--- config.mk ---
export PLATFORM = sky130hd
export DESIGN_NAME = mem_bus_ctrl
export DESIGN_NICKNAME = d
export VERILOG_FILES = /design/src/rtl/mem_bus_ctrl_pkg.sv /design/src/rtl/mem_load_align.sv /design/src/rtl/mem_bus_ctrl.sv
export SDC_FILE = /design/constraint.sdc
export NUM_CORES = 1
export LEC_CHECK = 0
export CORE_UTILIZATION = 30
export CTS_CLUSTER_DIAMETER = 150
export CTS_CLUSTER_SIZE = 16
export DETAILED_ROUTE_END_ITERATION = 6
export PLACE_DENSITY = 0.55
export RECOVER_POWER = 100
export SYNTH_ARGS = -nofsm -noshare
export SYNTH_HDL_FRONTEND = slang
export SYNTH_SLANG_ARGS = --single-unit
export TNS_END_PERCENT = 20
--- constraint.sdc ---
create_clock -name clk -period 1.8 [get_ports clk]
set_input_delay 0.18 -clock clk [delete_from_list [all_inputs] [get_ports clk]]
set_output_delay 0.18 -clock clk [all_outputs]
set_load 0.02 [all_outputs]
--- src/rtl/mem_bus_ctrl_pkg.sv ---
// Shared load/store unit definitions: MEM op bus width, op encodings and
// the helpers that map an op onto bus lanes.
package mem_bus_ctrl_pkg;

    localparam int MEM_OP_W = 3;
    typedef logic [MEM_OP_W-1:0] mem_op_t;

    localparam mem_op_t OP_LB  = 3'b000;
    localparam mem_op_t OP_LBU = 3'b001;
    localparam mem_op_t OP_LH  = 3'b010;
    localparam mem_op_t OP_LHU = 3'b011;
    localparam mem_op_t OP_LW  = 3'b100;
    localparam mem_op_t OP_SB  = 3'b101;
    localparam mem_op_t OP_SH  = 3'b110;
    localparam mem_op_t OP_SW  = 3'b111;

    typedef enum logic [1:0] {SZ_BYTE, SZ_HALF, SZ_WORD} mem_size_t;

    function automatic mem_size_t op_size(input mem_op_t op);
        case (op)
            OP_LB, OP_LBU, OP_SB: return SZ_BYTE;
            OP_LH, OP_LHU, OP_SH: return SZ_HALF;
            default:              return SZ_WORD;
        endcase
    endfunction

    function automatic logic op_is_store(input mem_op_t op);
        return (op == OP_SB) || (op == OP_SH) || (op == OP_SW);
    endfunction

    function automatic logic op_misaligned(input mem_op_t op, input logic [1:0] addr_lo);
        case (op_size(op))
            SZ_HALF: return addr_lo[0];
            SZ_WORD: return addr_lo != 2'b00;
            default: return 1'b0;
        endcase
    endfunction

    // Big-endian lanes: sel bit 3 enables bits [31:24] (byte 0).
    function automatic logic [3:0] lane_sel(input mem_op_t op, input logic [1:0] addr_lo);
        case (op_size(op))
            SZ_BYTE: return 4'b1000 >> addr_lo;
            SZ_HALF: return addr_lo[1] ? 4'b0011 : 4'b1100;
            default: return 4'b1111;
        endcase
    endfunction

    function automatic logic [31:0] store_data(input mem_op_t op, input logic [31:0] wd);
        case (op_size(op))
            SZ_BYTE: return {4{wd[7:0]}};
            SZ_HALF: return {2{wd[15:0]}};
            default: return wd;
        endcase
    endfunction

endpackage

--- src/rtl/mem_load_align.sv ---
// Picks the addressed byte/half out of a big-endian bus word and
// sign- or zero-extends it according to the load op.
module mem_load_align
    import mem_bus_ctrl_pkg::*;
(
    input  mem_op_t     op,
    input  logic [1:0]  addr_lo,
    input  logic [31:0] word,
    output logic [31:0] result
);

    logic [7:0]  byte_v;
    logic [15:0] half_v;

    always_comb begin
        byte_v = word[31:24];
        case (addr_lo)
            2'd0:    byte_v = word[31:24];
            2'd1:    byte_v = word[23:16];
            2'd2:    byte_v = word[15:8];
            default: byte_v = word[7:0];
        endcase
        half_v = addr_lo[1] ? word[15:0] : word[31:16];

        result = word;
        case (op)
            OP_LB:   result = {{24{byte_v[7]}}, byte_v};
            OP_LBU:  result = {24'h0, byte_v};
            OP_LH:   result = {{16{half_v[15]}}, half_v};
            OP_LHU:  result = {16'h0, half_v};
            default: result = word;
        endcase
    end

endmodule

--- src/rtl/mem_bus_ctrl.sv ---
// MEM-stage data-bus controller: latches one load/store, runs a single bus
// access with timeout, and returns aligned load data with a done pulse.
module mem_bus_ctrl
    import mem_bus_ctrl_pkg::*;
#(
    parameter int TIMEOUT = 64
) (
    input  logic        clk,
    input  logic        rst,
    input  logic        req_i,
    input  logic [2:0]  op_i,
    input  logic [31:0] addr_i,
    input  logic [31:0] wdata_i,
    output logic        stall_o,
    output logic        done_o,
    output logic [31:0] rdata_o,
    output logic        misalign_o,
    output logic        err_o,
    output logic        bus_req_o,
    output logic        bus_we_o,
    output logic [31:0] bus_addr_o,
    output logic [3:0]  bus_sel_o,
    output logic [31:0] bus_wdata_o,
    input  logic        bus_ack_i,
    input  logic        bus_err_i,
    input  logic [31:0] bus_rdata_i
);

    typedef enum logic [1:0] {S_IDLE, S_ACCESS, S_RESP} state_t;

    state_t      state, state_nxt;
    mem_op_t     op_q;
    logic [31:0] addr_q;
    logic [31:0] wdata_q;
    logic [31:0] rdata_q;
    logic        misalign_q;
    logic        err_q;
    logic [15:0] cnt;
    logic [31:0] load_word;
    logic        tmo;
    logic        in_access;
    logic        in_resp;

    assign tmo = (cnt == 16'(TIMEOUT - 1));

    mem_load_align u_align (
        .op      (op_q),
        .addr_lo (addr_q[1:0]),
        .word    (bus_rdata_i),
        .result  (load_word)
    );

    always_ff @(posedge clk) begin
        if (rst) state <= S_IDLE;
        else     state <= state_nxt;
    end

    always_comb begin
        state_nxt = state;
        case (state)
            S_IDLE:
                if (req_i)
                    state_nxt = op_misaligned(op_i, addr_i[1:0]) ? S_RESP : S_ACCESS;
            S_ACCESS:
                if (bus_ack_i || bus_err_i || tmo) state_nxt = S_RESP;
            S_RESP:   state_nxt = S_IDLE;
            default:  state_nxt = S_IDLE;
        endcase
    end

    // Request latch, timeout counter and response capture.
    always_ff @(posedge clk) begin
        if (rst) begin
            op_q       <= OP_LB;
            addr_q     <= '0;
            wdata_q    <= '0;
            rdata_q    <= '0;
            misalign_q <= 1'b0;
            err_q      <= 1'b0;
            cnt        <= '0;
        end else begin
            case (state)
                S_IDLE: if (req_i) begin
                    op_q       <= op_i;
                    addr_q     <= addr_i;
                    wdata_q    <= wdata_i;
                    rdata_q    <= '0;
                    err_q      <= 1'b0;
                    misalign_q <= op_misaligned(op_i, addr_i[1:0]);
                    cnt        <= '0;
                end
                S_ACCESS: begin
                    cnt <= cnt + 16'd1;
                    // Error beats a simultaneous ack; ack on the last cycle beats timeout.
                    if (bus_err_i)
                        err_q <= 1'b1;
                    else if (bus_ack_i)
                        rdata_q <= op_is_store(op_q) ? 32'h0 : load_word;
                    else if (tmo)
                        err_q <= 1'b1;
                end
                default: ;
            endcase
        end
    end

    // Outputs are forced low while rst is asserted, whatever the state.
    assign in_access = !rst && (state == S_ACCESS);
    assign in_resp   = !rst && (state == S_RESP);

    assign stall_o     = !rst && ((state == S_IDLE && req_i) || state == S_ACCESS);
    assign bus_req_o   = in_access;
    assign bus_we_o    = in_access && op_is_store(op_q);
    assign bus_addr_o  = in_access ? {addr_q[31:2], 2'b00} : 32'h0;
    assign bus_sel_o   = in_access ? lane_sel(op_q, addr_q[1:0]) : 4'h0;
    assign bus_wdata_o = in_access ? store_data(op_q, wdata_q) : 32'h0;

    assign done_o     = in_resp;
    assign rdata_o    = in_resp ? rdata_q : 32'h0;
    assign misalign_o = in_resp && misalign_q;
    assign err_o      = in_resp && err_q;

endmodule

==> summary.md <==
| Metric | Value |
|---|---|
| Status | finished, violations left |
| Violated checks | setup timing |
| Layout cell share with drive strength beyond 1 | 34.7% |
| Cell Pwr Density | around 800 nW/um2 |
| CP top delay family | simple AND/OR/NAND/NOR gates |
| Final Hold Viols | 0 |
| Initial antenna violation count | 2 |
| Register-to-Register Path Depth | 7 |
| Initial drt markers | 320 |
| CTS clk-pin slew, worst paths | approximately 60 ps |
| Input/output buffers | between 200 and 250 |
| Final TNS setup | -8660 ps |
| Period utilization | 109% |
| Hold buffers post-CTS | 0 |
| Fill cells | ~1900 |
| Worst R2R Start | op_q[0]$_SDFFE_PP0P_ |
| CTS tree | done |
| Cells after synthesis | 783 |
| Post-synth top flop | dfxtp_1 |
| Initial core utilization | between 30 and 40% |
| Area Overhead vs Synth | 73.0% |
| CP Max Fanout | 8 |
| Vias per cell | around 5 |
| Die Y-Extent | 143 um |
| Hold Crit Class | primary input to flop |
| FFs w/ async S/R, synth | 0% |
| Arr. time, crit path | between 1500 and 2000 ps |
| Critical Path Stages | 6 |
| I/O pin total | 210 |
| Clock latency on the worst-skew pair | approximately 420 ps |
| Routed len/inst | 16.7 um |
| Nets | roughly 1100 |
| Via count | roughly 6400 |
| Worst slew pin tran | about 1000 ps |
| Number of global-route vias before repair | just over 6000 |
| Detail Route Antenna Nets | 0 |
| Critical path origin | state[1]$_SDFFE_PP0P_ |
| Critical-path top delay cell | or3b_4 |
| Area of the die | just over 20000 um2 |
| RSZ-0062 raised after global routing | yes |
| Total GRT Usage | between 20% and 30% |
| Synth warn | 0 |
| Clock sink count | approximately 120 |
| Remaining Overflow, GRT | 0 |
| Top cell by count, worst path | buf_6 |
| Clock buffer depth | 2 |
| CP Cell Sequence | or3b_4, clkinv_4, buf_6, clkbuf_16, and2_4, buf_6 |
| Register area share after synthesis | 39.8% |
| Leak | between 0.004 and 0.005 uW |
| Netlist cell types | 63 |
| Hold wc startpoint | addr_i[23] |
| Detailed Routing Iterations Pass 1 | 5 |
| Final Max Tran Viols | 0 |
| Avg Cell Area, Syn | 7.64 um2 |
| #FFs+latches synth | about 120 |
| CTS Buf Count | 17 |
| R2R Setup Slk | -60 ps |
| Max Cap Violations | 0 |
| # rows | about 50 |
| Setup crit end kind | output pin |
| GP Congestion | 0.814 |
| Max-slew headroom | 31.1% |
| Final Cell Area | between 10000 and 15000 um2 |
| CTS H-tree lvls | 4 |
| Worst r2r dst | rdata_q[9]$_SDFFE_PP0P_ |
| Residual DRC | 0 |
| Max incr delay on CP | between 400 and 500 ps |
| Core area | 19500 um2 |
| Clk root buf | clkbuf_16 |
| Post-synthesis cell area | 5990 um2 |
| Global-route wire length before repair | between 30000 and 40000 um |
| Critical path class | flop to output pin |
| Detailed Place HPWL | about 14000 um |
| Maximum vdd drop | 0.668 mV |
| WL final | 21900 um |
| EDFF count, synth | 0 |
| Startpoint Class | flop |
| CP required | 1620 ps |
| Clock skew | roughly 10 ps |
| Final setup violation count | 105 |
| CP bufs+invs | 4 |
| Die X | 143 um |
| Final WS setup | -163 ps |
| Min cycle time layout | roughly 2000 ps |
| Largest net degree at the start of global routing | 94 |
| CP endpoint | bus_addr_o[7] |
| Place WS | -262 ps |
| FMAX | 510 MHz |
| Placed cell area | 8800 um2 |
-- cells by family after synthesis --
kind of cell / count (synthesis) / share of synthesized area, %
muxes: 15 / 2.74
other: 1 / 0.0626
AOI/OAI and AO/OA: 198 / 22.1
DFF: 119 / 39.8
xor gates and xnor gates: 1 / 0.146
adders and majority gates: 1 / 0.209
and+or+nand+nor: 375 / 29.9
buffers and inverters: 73 / 5.06
-- cell usage in the layout, fill, tap and decap left out, types with 9 or more instances in the layout --
cell             instances
nand2_1                169
dfxtp_1                114
clkdlybuf4s50_1        102
buf_6                   95
a21oi_1                 91
buf_4                   74
and2_4                  44
nor2_1                  42
and2_1                  31
a21oi_2                 20
clkbuf_16               19
nand3_1                 16
mux2_2                  11
o2bb2ai_2               11
buf_12                  11
nand2b_1                 9
-- worst min-delay path by stage --
stage	slack, ps	depth (start not counted)	end
finish	300	3	addr_q[23]$_SDFFE_PP0P_
global route	300	3	addr_q[20]$_SDFFE_PP0P_
detailed placement	440	1	rdata_q[31]$_SDFFE_PP0P_
floorplan	320	2	addr_q[10]$_SDFFE_PP0P_
global placement	440	1	rdata_q[17]$_SDFFE_PP0P_
CTS	280	3	addr_q[23]$_SDFFE_PP0P_
-- synthesized netlist by cell type, drive strengths merged (7+ instances only) --
master   number  area [um2]
o2bb2ai      18         220
and2         75         469
o21ai        11        55.1
nor2b         9        56.3
a211oi        7        52.6
nand2       172         646
nand3        17        85.1
clkbuf       50         190
o22ai         8        50.1
a221o         7        70.1
a21oi       111         559
buf          15        82.6
mux2         11         124
nand2b        9        56.3
dfxtp       119        2380
nor3         16        80.1
inv           8        30.0
nor2         50         188
-- timing repair --
action | CTS | global route
endpoints found under the setup margin | 126 | 139
setup buffers | 15 | 6
pin swaps | 36 | 42
cloned | 8 | 2
resized for setup | 639 | 100
-- power by group --
group	switching (uW)	internal (uW)
Clock	1360	2360
Sequential	126	2780
Combinational	921	896
-- state kept, by name (all words and copies together) (netlist names) --
name	count
addr_q	32
rdata_q	32
wdata_q	32
cnt	16
op_q	3
state	2
err_q	1
misalign_q	1
-- through the flow --
| stage | util [%] | hold slack, ps | cells | power (uW) |
|---|---|---|---|---|
| CTS | 51.1 | 284 | 1305 | 8430 |
| global placement | 45.1 | 440 | 1250 | 4400 |
| floorplan | - | 316 | 784 | 3680 |
| global route | 53.0 | 304 | 1311 | 8790 |
| finish | 53.0 | 299 | 1313 | 8440 |
| detailed placement | 45.1 | 443 | 1250 | 4400 |
-- area by class of cell --
cell class / count / area, um2 / share of cell area (%)
well taps: 265 / 332 / 3.20
clock inverters: 15 / 219 / 2.11
inverters: 8 / 37.5 / 0.363
multi-input cells: 592 / 3770 / 36.4
flip-flops and latches: 119 / 2400 / 23.1
clock buffers: 17 / 425 / 4.11
diodes: 2 / 5.00 / 0.0483
repair buffers: 295 / 3170 / 30.6
-- metal layers --
layer  wire length [um]  global-route usage (%)  part of all wire, %  vias up
met1               9710                    26.8                   44     2983
met3               1540                    6.04                  7.0       26
met2              10300                    33.8                   47      226
li1                   -                       -                    -     3209
met4                374                    7.67                  1.7        2
met5                 18                       0                0.082        -
-- worst register-to-register path: stages (launching register included) --
cell,delay (ps)
dfxtp_4,360
buf_6,120
buf_4,150
nor2_1,260
a32oi_1,150
buf_4,180
a2111oi_1,430
a221o_1,160
No activity file was read; power rests on OpenSTA's default activity.
